File: src/rtl/status_blink_sequencer.sv
// Blink-coded status LED driver: N ticked pulses then a dark gap, code taken over valid/ready.
// Optional STATUS_BLINK_REPEAT_EN: replay the last code forever, accepting a new one at gap end.
module status_blink_sequencer #(
  parameter int unsigned TICK_DIV  = 10000000,
  parameter int unsigned CODE_W    = 4,
  parameter int unsigned GAP_TICKS = 5
) (
  input  logic              clk100m_ref,
  input  logic              btn,
  input  logic [CODE_W-1:0] code_i,
  input  logic              code_valid_i,
  output logic              code_ready_o,
  output logic              led_o,
  output logic              busy_o
);

  localparam int unsigned PresW = (TICK_DIV > 1) ? $clog2(TICK_DIV) : 1;
  localparam int unsigned GapW  = $clog2(GAP_TICKS + 1);

  typedef enum logic [1:0] {StIdle, StOn, StOff, StGap} state_e;

  state_e            state_q, state_d;
  logic [PresW-1:0]  presc_q, presc_d;
  logic [CODE_W-1:0] pulse_q, pulse_d;
  logic [GapW-1:0]   gap_q, gap_d;
  logic              led_q, led_d;
  logic              busy_q, busy_d;
  logic              tick, gap_done, xfer;
`ifdef STATUS_BLINK_REPEAT_EN
  logic [CODE_W-1:0] code_q, code_d;
`endif

  assign tick     = (presc_q == PresW'(TICK_DIV - 1));
  assign gap_done = (state_q == StGap) && tick && (gap_q == GapW'(1));
`ifdef STATUS_BLINK_REPEAT_EN
  assign code_ready_o = (state_q == StIdle) || gap_done;
`else
  assign code_ready_o = (state_q == StIdle);
`endif
  assign xfer   = code_valid_i && code_ready_o;
  assign led_o  = led_q;
  assign busy_o = busy_q;

  always_comb begin
    state_d = state_q;
    pulse_d = pulse_q;
    gap_d   = gap_q;
`ifdef STATUS_BLINK_REPEAT_EN
    code_d  = code_q;
`endif
    presc_d = tick ? '0 : presc_q + PresW'(1);
    if (xfer) begin
      // Restart the prescaler so every phase is aligned to the transfer edge.
      presc_d = '0;
      pulse_d = code_i;
      gap_d   = GapW'(GAP_TICKS);
      state_d = (code_i != '0) ? StOn : StGap;
`ifdef STATUS_BLINK_REPEAT_EN
      code_d  = code_i;
`endif
    end else begin
      unique case (state_q)
        StIdle: state_d = StIdle;
        StOn: if (tick) state_d = StOff;
        StOff: begin
          if (tick) begin
            pulse_d = pulse_q - CODE_W'(1);
            state_d = (pulse_q == CODE_W'(1)) ? StGap : StOn;
          end
        end
        StGap: begin
          if (tick) begin
            gap_d = gap_q - GapW'(1);
            if (gap_q == GapW'(1)) begin
`ifdef STATUS_BLINK_REPEAT_EN
              pulse_d = code_q;
              gap_d   = GapW'(GAP_TICKS);
              state_d = (code_q != '0) ? StOn : StGap;
`else
              state_d = StIdle;
`endif
            end
          end
        end
        default: state_d = StIdle;
      endcase
    end
    led_d  = (state_d == StOn);
    busy_d = (state_d != StIdle);
  end

  always_ff @(posedge clk100m_ref or negedge btn) begin
    if (!btn) begin
      state_q <= StIdle;
      presc_q <= '0;
      pulse_q <= '0;
      gap_q   <= '0;
      led_q   <= 1'b0;
      busy_q  <= 1'b0;
`ifdef STATUS_BLINK_REPEAT_EN
      code_q  <= '0;
`endif
    end else begin
      state_q <= state_d;
      presc_q <= presc_d;
      pulse_q <= pulse_d;
      gap_q   <= gap_d;
      led_q   <= led_d;
      busy_q  <= busy_d;
`ifdef STATUS_BLINK_REPEAT_EN
      code_q  <= code_d;
`endif
    end
  end

endmodule

File: config.mk
export PLATFORM = sky130hd
export DESIGN_NAME = status_blink_sequencer
export DESIGN_NICKNAME = d
export VERILOG_FILES = /design/src/rtl/status_blink_sequencer.sv
export SDC_FILE = /design/constraint.sdc
export NUM_CORES = 1
export LEC_CHECK = 0
export ABC_AREA = 1
export CAP_MARGIN = 20
export CORE_MARGIN = 1.5
export CORE_UTILIZATION = 30
export DETAILED_ROUTE_END_ITERATION = 10
export SLEW_MARGIN = 20
export SYNTH_ARGS = -nofsm -noshare
export SYNTH_HDL_FRONTEND = slang
export SYNTH_SLANG_ARGS = --single-unit
File: constraint.sdc
create_clock -name clk100m_ref -period 1.7 [get_ports clk100m_ref]
set_input_delay 0.255 -clock clk100m_ref [delete_from_list [all_inputs] [get_ports clk100m_ref]]
set_output_delay 0.255 -clock clk100m_ref [all_outputs]
set_load 0.1 [all_outputs]
==> results.py <==
metrics = {
    "status": {
        "status": "finished clean",
    },
    "cts": {
        "cts.clk_slew.worst_paths_ns": 0.07,
        "clockBufferDepth": 2,
        "clkLatencyLatePin_ns": 0.30,
        "cts_made_buffers": 5,
        "ctsHoldBuffers": 0,
        "clock_sinks": 35,
        "cts_tree": "built",
        "htree_levels": 2,
        "cts_root_buffer": "clkbuf_8",
    },
    "logic_synthesis": {
        "ys.flop_type": "dfrtp_1",
        "synth_seq_area_share_pct": 42.8,
        "synth_fp_nets": 286,
        "syn_inst": 274,
        "synth-edff-count": 0,
        "synth.ff_latch_count": 35,
        "ys_warn_count": 0,
        "async_flop_share_pct": 100,
        "netlist_area_mm2": 0.00205,
        "ys_types": 32,
        "synth_area_per_cell_um2": 7.47,
    },
    "grt": {
        "grt_overflow": 0,
        "grt_use_total_pct": 13.7,
        "first_global_vias": 1760,
        "grt_first_pass_wirelength_um": 7980,
        "grt_max_degree": 36,
        "antenna_found_initial": 0,
    },
    "finish": {
        "final_common_cell": "nand2_1",
        "area_delta_synth_final_pct": 26.1,
        "antenna_cells": 0,
        "final_nets": 321,
        "drive_gt1_share_pct": 20.3,
        "layout_common_cells": "52 x nand2_1, 35 x nor2_1, 34 x inv_1",
    },
    "place": {
        "hpwl_um": 3380,
        "dp_slack_ns": -0.00965,
        "place.gp.congestion": 0.886,
        "port_buffers": 9,
    },
    "timing": {
        "worst_slew_pin_slew_ns": 0.451,
        "hold_viol_final": 0,
        "final.setup.worst_slack_ns": 0.120,
        "maxSlewViolCount": 0,
        "worst_clock_skew_ns": 0.00984,
        "max_freq_mhz": 633,
        "fin_crit_ns": 1.58,
        "setup_viol": 0,
        "slew-limit-headroom_pct": 69.9,
        "period_share_pct": 92.9,
    },
    "floorplan": {
        "die_w_um": 85.6,
        "fp-row-count": 29,
        "fp.dieH_um": 85.6,
        "core-area_mm2": 0.00646,
        "io_pins": 10,
        "die_area_mm2": 0.00732,
        "start_util_pct": 31.7,
    },
    "power_and_ir_drop": {
        "finalPower_mw": 1.56,
        "power_leakage_nw": 1.23,
        "p_per_area_mw_per_mm2": 604,
        "ir_worst_vdd_mv": 0.333,
    },
    "route": {
        "firstDrtPassIters": 4,
        "avgViaCountPerCell": 4.78,
        "met1_length_um": 2240,
        "vias": 1851,
        "wl_um": 4730,
        "met3_length_um": 224,
        "drtIter0Drc": 144,
        "wl_met2_um": 2180,
        "dr.max_layer_used": "met4",
        "routedWlPerCell_um": 12.2,
        "route.detailed.drc": 0,
        "drtAntennaViolNets": 0,
    },
    "min_path": {
        "hp-class": "input port to async pin",
    },
    "setup_path": {
        "critPathCaptureType": "register",
        "r2r-start": "presc_q[0]$_DFF_PN0_",
        "rr_endpoint": "pulse_q[2]$_DFFE_PN0P_",
        "rr_worst_depth": 10,
        "crit_path_max_fanout": 10,
        "rrSetupSlack_ns": 0.12,
        "arrival_ns": 1.75,
        "required_ns": 1.87,
        "cp-start-kind": "register",
        "path_class": "register to register",
    },
    "run": {
        "drv_cap": 0,
    },
}
## power by group
group / leakage (nW) / switching [mW] / internal [mW] / total, mW
combinational: 0.780 / 0.0195 / 0.0140 / 0.0335
sequential: 0.403 / 0 / 0.832 / 0.832
clock: 0.0515 / 0.322 / 0.370 / 0.692
total: 1.23 / 0.341 / 1.22 / 1.56
## critical path, stage by stage (launching register included)
cell     delay, ns
dfrtp_1       0.41
ha_4          0.18
nand3_4       0.09
inv_2         0.08
nand2_1       0.08
nor2_4        0.10
nand2_2       0.09
nand2_4       0.11
inv_4         0.09
nor2_8        0.13
o21ai_0       0.10
## synthesized netlist by cell type (2+ instances only)
cell,instances,share of area [%]
nand2_1,53,9.7
nor2_1,43,7.9
dfrtp_1,35,43
inv_1,35,6.4
nand3_1,19,4.6
nor3_1,16,3.9
o21ai_0,10,2.4
a21oi_1,9,2.2
nand4_1,9,2.8
ha_1,5,3.1
inv_2,5,0.92
o21ai_1,5,1.2
buf_2,3,0.73
nand2_2,3,0.92
xnor2_1,3,1.3
xor2_1,3,1.3
nand3b_1,2,0.73
nor2_4,2,1.1
## flip-flops by register name, summed over array words and instances (netlist names)
| name | count |
|---|---|
| presc_q | 24 |
| busy_o | 1 |
| pulse_q | 4 |
| led_o | 1 |
| gap_q | 3 |
| state_q | 2 |
## worst max path at each step
stage	startpoint	to	depth (start not counted)	slack, ns
floorplan	state_q[0]$_DFF_PN0_	pulse_q[2]$_DFFE_PN0P_	7	0.02
global placement	presc_q[0]$_DFF_PN0_	pulse_q[2]$_DFFE_PN0P_	10	0.07
detailed placement	presc_q[0]$_DFF_PN0_	pulse_q[2]$_DFFE_PN0P_	10	-0.01
CTS	presc_q[1]$_DFF_PN0_	pulse_q[2]$_DFFE_PN0P_	11	0.02
global route	presc_q[0]$_DFF_PN0_	pulse_q[2]$_DFFE_PN0P_	11	-0.02
finish	presc_q[0]$_DFF_PN0_	pulse_q[2]$_DFFE_PN0P_	10	0.12
## layer usage
layer  vias to the layer above  global-route usage (%)
met2                        48                    21.6
met5                         -                       0
met4                         0                    5.43
li1                        957                       -
met3                         8                    2.50
met1                       838                    18.8
## area by class of cell
cell class              instances  area (µm²)
inverters                      41         156
clock buffers                   8         100
well taps                      77        96.3
flip-flops and latches         35         880
repair buffers                 31         285
multi-input cells             195        1060
fillers                       674        3880
## logic make-up after synthesis
group,share of synthesized area (%)
buffers and inverters,8.38
XOR/XNOR,2.57
AND/OR/NAND/NOR,35.9
flip-flops,42.8
adder cells (fa/ha/maj),3.06
AO/OA/AOI/OAI,7.28
## what timing repair did
action / 4_1_cts / 5_1_grt
pin swaps: 0 / 1
hold endpoints to repair: 0 / 0
buffers inserted: 1 / 8
gates resized for setup: 1 / 16
endpoints found under the setup margin: 2 / 22
## stage by stage
step	hold slack, ns	utilization (%)	area (µm²)	setup TNS, ns	cells
2_1_floorplan	-0.0406	-	2060	0	274
3_3_place_gp	0.467	36.5	2360	0	370
3_5_place_dp	0.479	36.5	2360	-0.00965	370
4_1_cts	0.398	38.2	2470	0	379
5_1_grt	0.445	39.9	2580	-0.0250	387
6_report	0.380	39.9	2580	0	387
No activity file was read; power rests on OpenSTA's default activity.
